**src/rtl/gen_io_arb.sv**
```systemverilog
// Two-master arbiter onto a single registered I/O slave bus, with round-robin or
// fixed priority and forced completion when the slave fails to acknowledge in time.
module gen_io_arb #(
    parameter int PRIO_FIXED = 0,
    parameter int TIMEOUT    = 64
) (
    input  logic        MCLK,
    input  logic        RST_N,
    input  logic        m0_req,
    input  logic [4:0]  m0_addr,
    input  logic        m0_wr,
    input  logic [1:0]  m0_be,
    input  logic [15:0] m0_wdata,
    output logic [15:0] m0_rdata,
    output logic        m0_ack,
    input  logic        m1_req,
    input  logic [4:0]  m1_addr,
    input  logic        m1_wr,
    input  logic [1:0]  m1_be,
    input  logic [15:0] m1_wdata,
    output logic [15:0] m1_rdata,
    output logic        m1_ack,
    output logic        io_req,
    output logic [4:0]  io_addr,
    output logic        io_wr,
    output logic [1:0]  io_be,
    output logic [15:0] io_wdata,
    input  logic [15:0] io_rdata,
    input  logic        io_ack,
    output logic        timeout_err
);

    typedef enum logic [1:0] {IDLE, BUSY, DONE} state_t;

    localparam logic [7:0] TMAX = 8'(TIMEOUT - 1);

    state_t      state;
    logic        owner;
    logic        last;
    logic [7:0]  cnt;
    logic        grant1;
    logic [15:0] done_data;

    // last == 1 means master 1 held the previous grant, so master 0 wins a tie.
    always_comb begin
        grant1 = 1'b0;
        if (PRIO_FIXED != 0)
            grant1 = m1_req && !m0_req;
        else
            grant1 = m1_req && (!m0_req || !last);
    end

    always_comb begin
        done_data = 16'hFFFF;
        if (io_ack)
            done_data = io_rdata;
    end

    always_ff @(posedge MCLK) begin
        if (!RST_N) begin
            state       <= IDLE;
            owner       <= 1'b0;
            last        <= 1'b1;
            cnt         <= '0;
            io_req      <= 1'b0;
            io_addr     <= '0;
            io_wr       <= 1'b0;
            io_be       <= '0;
            io_wdata    <= '0;
            m0_ack      <= 1'b0;
            m1_ack      <= 1'b0;
            m0_rdata    <= '0;
            m1_rdata    <= '0;
            timeout_err <= 1'b0;
        end else begin
            m0_ack <= 1'b0;
            m1_ack <= 1'b0;
            case (state)
                IDLE: begin
                    if (m0_req || m1_req) begin
                        owner    <= grant1;
                        last     <= grant1;
                        io_req   <= 1'b1;
                        io_addr  <= grant1 ? m1_addr  : m0_addr;
                        io_wr    <= grant1 ? m1_wr    : m0_wr;
                        io_be    <= grant1 ? m1_be    : m0_be;
                        io_wdata <= grant1 ? m1_wdata : m0_wdata;
                        cnt      <= '0;
                        state    <= BUSY;
                    end
                end
                BUSY: begin
                    if (cnt != 8'hFF)
                        cnt <= cnt + 8'd1;
                    // A real ack takes precedence over a timeout in the same cycle.
                    if (io_ack || cnt == TMAX) begin
                        if (owner) begin
                            m1_rdata <= done_data;
                            m1_ack   <= 1'b1;
                        end else begin
                            m0_rdata <= done_data;
                            m0_ack   <= 1'b1;
                        end
                        if (!io_ack)
                            timeout_err <= 1'b1;
                        io_req <= 1'b0;
                        state  <= DONE;
                    end
                end
                DONE:    state <= IDLE;
                default: state <= IDLE;
            endcase
        end
    end

endmodule
```
**config.mk**
```make
export PLATFORM = sky130hd
export DESIGN_NAME = gen_io_arb
export DESIGN_NICKNAME = d
export VERILOG_FILES = /design/src/rtl/gen_io_arb.sv
export SDC_FILE = /design/constraint.sdc
export NUM_CORES = 1
export LEC_CHECK = 0
export CORE_MARGIN = 2
export CORE_UTILIZATION = 35
export CTS_BUF_LIST = sky130_fd_sc_hd__clkbuf_16
export CTS_CLUSTER_SIZE = 25
export DETAILED_ROUTE_END_ITERATION = 7
export PLACE_DENSITY = 0.71
export SETUP_SLACK_MARGIN = 0.2
export SYNTH_ARGS = -nofsm -noshare
export SYNTH_HDL_FRONTEND = slang
export SYNTH_SLANG_ARGS = --single-unit
```
**constraint.sdc**
```tcl
create_clock -name MCLK -period 1.6 [get_ports MCLK]
set_input_delay 0.16 -clock MCLK [delete_from_list [all_inputs] [get_ports MCLK]]
set_output_delay 0.16 -clock MCLK [all_outputs]
set_load 0.01 [all_outputs]
```
==> impl_results.md, run 1 <==
* Storage cell area at between 1000 and 1500 um^2
* Crit path to: m0_rdata[13]
* Slew Limit Fails at 0
* Top Ports at around 130
* Slowest cell on crit path: dfxtp_2
* Crit path from: cnt[1]
* Post-Route WL at 8.172 mm
* Async SR Flop Fraction at 0%
* WP data arrival at 1.73 ns
* Clock Latency Late Sink at around 0.33 ns
* Cell Area, Synth at 2924 um^2
* TritonCTS clock tree: done
* Site Rows at 33
* Max Cap Viol at 0
* Mapped Nets at approximately 350
* Reg clk slew, reported paths at approximately 0.060 ns
* Total CTS buffers at 9
* Final hold slack at about 0.47 ns
* Gpl congestion at 0.7840
* Final setup viols at 0
* Largest cells by area after synthesis: dfxtp_1 49%, mux2i_1 8.6%, o221a_1 7.7%
* Critical Path RT at 1.82 ns
* F_max at roughly 660 MHz
* Type of the tightest min-delay check: input port to register
* P_int at around 3.7 mW
* Vias per inst at ~5.1
* Most frequent cells in the layout: 92 x clkdlybuf4s50_1, 70 x dfxtp_1, 35 x dlymetal6s2s_1
* Initial DRC count at between 90 and 100
* Final Hold Vio Count at 0
* Most common cell after layout, fill and taps aside: clkdlybuf4s50_1
* Primary FF master, synth: dfxtp_1
* Final worst-path cycle share at 94.26%
* Clock power share at 39.7%
* Initial Util at 35.77%
* Peak supply drop at 0.0005389 V
* CORE AREA at 8175 um^2
* DIE AREA at 9101 um^2
* Area share of the largest cell type after synthesis at 49.29%
* R2R Setup Slk at 0.09 ns
* Routed length per placed instance at 15.16 um
* EDFF count, synth at 0
* Number of global-route vias before repair at 2744
* CTS max path bufs at 2
* Global-route wire length before repair at 12.75 mm
* Initial antenna violation count at 0
* Startpoint Class: register
* Cells after Synth at roughly 280
* Antenna cells at 0
* Sw frac at 25.09%
* Sequential area share after synthesis at 49.29%
* Die width at 95.40 um
* Antenna Nets Post-Route at 0
* Critical path cell sequence: ha_4, and3_4, a31oi_4, nor3_4, buf_12, o221a_2
* Synth area leader: dfxtp_1
* Fraction of layout cells with a size suffix above 1 at 18.66%
* H-tree lvl count at 3
* CP Capture Type: register
* Maximum number of pins on one net before global-route repair at 35
* # fillers at 674
* Sw power at roughly 1.2 mW
* FF-to-FF Start: cnt[1]
* Overall global routing resource usage at between 10% and 20%
* Synth Area per Inst at 10.59 um^2
* Area growth, synth to finish at 71.72%
* DRC Markers at 0
* CTS Sinks at between 70 and 80
* CTS Hold Bufs at 0
* CP max FO at 16
* Root buf cell: clkbuf_16
* Flop pwr share at 40.4%
* R2R Path End: m0_rdata[13]
* Vias at around 2800
* Combinational share of power at between 20% and 30%
* Clk_skew at 0.005193 ns
* Nets at roughly 500
* Post-synthesis register bit count at 72
* Relative slew margins at 77.50%
* Multi-input gate area at 1399 um^2
* Largest stage delay, worst path at 0.33 ns
* Slew @ Worst Pin at 0.3376 ns
* Minimum clock period at 1.508 ns
* Die Height at 95.40 um
* DR pass1 iterations at 4
* Outcome: completed
* Lkg Pwr at between 2 and 2.5 nW
* PortBufs at approximately 130
* Post-detail-place hpwl at 5.663 mm
* Library cells used by synthesis at 42
* RSZ-0062 raised after global routing: true
* GRT overflow at 0
* Setup TNS at 0 ns
* Pwr Density at about 980 nW/um^2
* Crit path kind: register to register
* Yosys Warn Count at 0
* Worst Reg2Reg Path Length in Cells at 6
## registers in the layout, indices dropped and copies added, names as in the netlist
register     cells
m1_ack           1
timeout_err      1
io_req           1
io_wr            1
io_addr          5
io_wdata        16
m0_rdata        16
m1_rdata        16
io_be            2
state            2
m0_ack           1
owner            1
last             1
cnt              8
## layer usage
layer | part of all wire (%) | vias up | track usage (%) | routed length [um]
li1 | - | 1364 | - | -
met1 | 42 | 1275 | 20.20 | 3421
met2 | 46 | 109 | 29.75 | 3756
met3 | 11 | 11 | 8.063 | 878
met4 | 1.4 | 0 | 6.905 | 115
met5 | 0 | - | 0 | 0
## layout make-up
cell class / count / area share (%)
Sequential cell: 72 / 28.76
Inverter: 3 / 0.2243
Clock buffer: 9 / 4.485
Multi-Input combinational cell: 179 / 27.86
Timing Repair Buffer: 164 / 34.81
Tap cell: 105 / 2.616
Clock inverter: 7 / 1.246
## worst min-delay path by stage
stage | end | startpoint | cells past startpoint
after global routing | io_wdata[5] | m1_wdata[5] | 3
after detailed placement | timeout_err | timeout_err | 2
after global placement | timeout_err | timeout_err | 2
after CTS | timeout_err | timeout_err | 2
after floorplan | m0_rdata[0] | io_rdata[0] | 1
final | io_be[1] | m0_be[1] | 3
## power groups by stage
stage | registers (mW) | clock network, mW | logic [mW]
2_1_floorplan | 2.08 | 0 | 0.343
3_3_place_gp | 2.02 | 0 | 0.918
3_5_place_dp | 2.03 | 0 | 0.930
4_1_cts | 1.99 | 1.98 | 0.950
5_1_grt | 2.00 | 2.06 | 1.06
6_report | 1.98 | 1.95 | 0.982
## cells in the mapped netlist, types with 2 or more instances
master / number
dfxtp_1: 72
nor2_1: 31
mux2i_1: 25
a211oi_1: 24
o221a_1: 20
clkbuf_1: 13
o221a_2: 12
a21oi_1: 9
nand2_1: 8
nand3_1: 8
o21ai_0: 6
buf_2: 5
buf_6: 4
nand2b_1: 3
nor3_1: 3
and2_2: 2
inv_1: 2
nand4_1: 2
nor3_4: 2
nor4_1: 2
o211ai_1: 2
## metrics by stage
| step | utilization (%) | power, mW | cell area (um^2) | setup WS (ns) | cells |
|---|---|---|---|---|---|
| 6_report | 61.42 | 4.917 | 5021 | 0.09182 | 539 |
| 5_1_grt | 61.42 | 5.128 | 5021 | 0.03607 | 539 |
| 4_1_cts | 59.18 | 4.916 | 4838 | 0.09164 | 533 |
| 3_5_place_dp | 55.08 | 2.956 | 4503 | -0.1696 | 514 |
| 3_3_place_gp | 55.08 | 2.940 | 4503 | -0.1459 | 514 |
| 2_1_floorplan | - | 2.421 | 2939 | 0.08411 | 276 |
## worst max-delay path: cells and delay by family, from the launching register on
kind                       cells  cell delay (ns)
AOI/OAI and AO/OA              2             0.48
DFF                            1             0.33
and+or+nand+nor                2             0.27
adders and majority gates      1             0.16
buffers and inverters          1             0.16
## cells by family after synthesis
kind of cell / after synthesis / synth area share [%]
buffers and inverters: 25 / 4.450
adder cells (fa/ha/maj): 1 / 0.4278
multiplexers: 25 / 8.558
flip-flops: 72 / 49.29
AO/OA/AOI/OAI: 80 / 24.01
AND/OR/NAND/NOR: 73 / 13.27
## what timing repair did
action / in CTS / in global routing
gates cloned: 0 / 2
setup buffers: 3 / 4
setup endpoints to repair: 35 / 91
gates resized for setup: 2 / 42
pin swaps: 4 / 2
Note: power is estimated with default switching activity, not from simulation.
==> run 2: changes to the inputs <==
--- a/config.mk
+++ b/config.mk
@@ -6,11 +6,11 @@
 export NUM_CORES = 1
 export LEC_CHECK = 0
 export CORE_MARGIN = 2
-export CORE_UTILIZATION = 35
+export CORE_UTILIZATION = 38
 export CTS_BUF_LIST = sky130_fd_sc_hd__clkbuf_16
 export CTS_CLUSTER_SIZE = 25
 export DETAILED_ROUTE_END_ITERATION = 7
-export PLACE_DENSITY = 0.71
+export PLACE_DENSITY = 0.77
 export SETUP_SLACK_MARGIN = 0.2
 export SYNTH_ARGS = -nofsm -noshare
 export SYNTH_HDL_FRONTEND = slang
==> run 2 against run 1 <==
Against the previous run:
- final cell count is 1.3% lower
- fmax decreased by 0.55%
- first-iteration DRC count increased by 35%
- combinational power is 2.0% lower
- die area shrank 7.6%
- global-route usage is 1.4 points higher
- critical path type unchanged
==> impl_results.md, run 2 (synthesis results as in run 1) <==
* Outcome: completed
* CTS Hold Bufs at 0
* Routed length per placed instance at 15.84 um
* # fillers at 562
* WP data arrival at 1.73 ns
* Antenna Nets Post-Route at 0
* Sw frac at 24.70%
* Top Ports at 129
* Overall global routing resource usage at 19.33%
* Clock power share at 39.3%
* Number of global-route vias before repair at 2743
* Initial Util at 39.68%
* RSZ-0062 raised after global routing: true
* PortBufs at around 130
* CTS max path bufs at 2
* Finished Layout Cells at 532
* Final Power at between 4 and 5 mW
* Largest stage delay, worst path at 0.33 ns
* Final Hold Vio Count at 0
* Global-route wire length before repair at 13.17 mm
* Root buf cell: clkbuf_16
* DRC Markers at 0
* Clock Latency Late Sink at 0.33 ns
* CP Capture Type: register
* Type of the tightest min-delay check: input port to register
* Final worst-path cycle share at 94.78%
* Die Height at 91.72 um
* F_max at 659.4 MHz
* Pwr Density at between 900 and 1000 nW/um^2
* Final hold slack at between 0.4 and 0.5 ns
* Nets at 499
* CTS Sinks at a little over 70
* Die width at 91.72 um
* Leading registers by flop count: io_wdata (16), m0_rdata (16), m1_rdata (16)
* DR pass1 iterations at 4
* Worst Slack Setup Final at between 0.08 and 0.09 ns
* Area growth, synth to finish at 72.27%
* Top Family by Delay on Critical Path: compound AO/OA/AOI/OAI gates
* Maximum number of pins on one net before global-route repair at 49
* Clk_skew at 0.004746 ns
* Site Rows at 31
* Slew Limit Fails at 0
* Vias at 2801
* Post-Place Worst Slack at -0.1170 ns
* Slew @ Worst Pin at between 0.3 and 0.4 ns
* Relative slew margins at 78.74%
* Final setup viols at 0
* Lkg Pwr at 2.333 nW
* Vias per inst at around 5.3
* CP bufs+invs at 1
* Startpoint Class: register
* Peak supply drop at 0.0005506 V
* DIE AREA at 8413 um^2
* Combinational share of power at 19.7%
* H-tree lvl count at 3
* Flop pwr share at 41.0%
* Inst Count DP at 508
* Fin util at 68.35%
* Antenna cells at 0
* Critical path cell sequence: ha_4, and3_4, a31oi_4, nor3_4, buf_12, o221a_2
* Total CTS buffers at 9
* TritonCTS clock tree: done
* CP max FO at 16
* Post-detail-place hpwl at roughly 5.7 mm
* Sw power at around 1.2 mW
* P_int at 3.668 mW
* GRT overflow at 0
* Critical Path RT at 1.82 ns
* Slowest cell on crit path: dfxtp_2
* Minimum clock period at 1.516 ns
* Initial DRC count at around 120
* Reg clk slew, reported paths at 0.05 ns
* Max Cap Viol at 0
* Gpl congestion at between 0.7 and 0.8
* Post-Route WL at around 8.4 mm
* Fraction of layout cells with a size suffix above 1 at 19.86%
* CORE AREA at 7370 um^2
* Crit path kind: register to register
* Most common cell after layout, fill and taps aside: clkdlybuf4s50_1
* Most frequent cells in the layout: 98 x clkdlybuf4s50_1, 69 x dfxtp_1, 29 x nor2_1
* Initial antenna violation count at 0
run 2: changes by cell type in the layout (fill, tap and decap cells not counted), moves of 2 or more:
cell / previous run / this run
dlymetal6s2s_1: 35 / 28
clkdlybuf4s50_1: 92 / 98
o221a_2: 12 / 6
o221a_4: 0 / 6
buf_12: 7 / 4
buf_4: 25 / 28
nand2b_1: 3 / 1
run 2: area by class of cell:
cell class / instances / area [um^2] / area share [%]
clock buffer: 9 / 225.2 / 4.471
clock inverter: 6 / 61.31 / 1.217
inverter: 3 / 11.26 / 0.2235
multi-input combinational: 179 / 1473 / 29.23
sequential: 72 / 1445 / 28.69
tap: 99 / 123.9 / 2.459
timing repair buffer: 164 / 1698 / 33.71
run 2: worst register-to-register path: stages, from the launching register on:
cell and delay [ns]:
dfxtp_2 0.33, ha_4 0.16, and3_4 0.19, a31oi_4 0.22, nor3_4 0.08, buf_12 0.16
o221a_2 0.27
run 2: timing repair:
item | in CTS | in global routing
pin swaps | 4 | 3
resized for setup | 11 | 39
setup endpoints to repair | 37 | 94
setup buffers | 6 | 2
gates cloned | 0 | 1
run 2: per-stage QoR:
step | TNS, ns | cell area [um^2]
after floorplan | 0 | 2939
after CTS | 0 | 4880
after global routing | 0 | 5037
final | 0 | 5037
after detailed placement | -3.670 | 4483
after global placement | -2.490 | 4483
run 2: path summary, 6_finish.rpt:
path                     from      endpoint  slack [ns]  depth (start not counted)
setup / recovery       cnt[1]  m0_rdata[11]        0.08                          6
hold / removal    m0_wdata[5]   io_wdata[5]        0.48                          3
setup reg to reg       cnt[1]  m0_rdata[11]        0.08                          6
hold reg to reg    io_addr[0]    io_addr[0]        0.49                          2
run 2: routing by layer:
metal / GRT usage (%) / up-vias / part of all wire [%]
li1: - / 1365 / -
met1: 23.50 / 1299 / 41
met2: 32.11 / 124 / 49
met3: 5.998 / 13 / 8.4
met4: 7.214 / 0 / 1.4
met5: 0 / - / 0
run 2: power groups by stage:
stage / combinational (mW) / sequential, mW / clock (mW)
3_5_place_dp: 0.919 / 2.03 / 0
6_report: 0.962 / 2.00 / 1.91
5_1_grt: 1.03 / 2.01 / 2.03
4_1_cts: 0.941 / 1.99 / 1.94
2_1_floorplan: 0.343 / 2.08 / 0
3_3_place_gp: 0.905 / 2.03 / 0
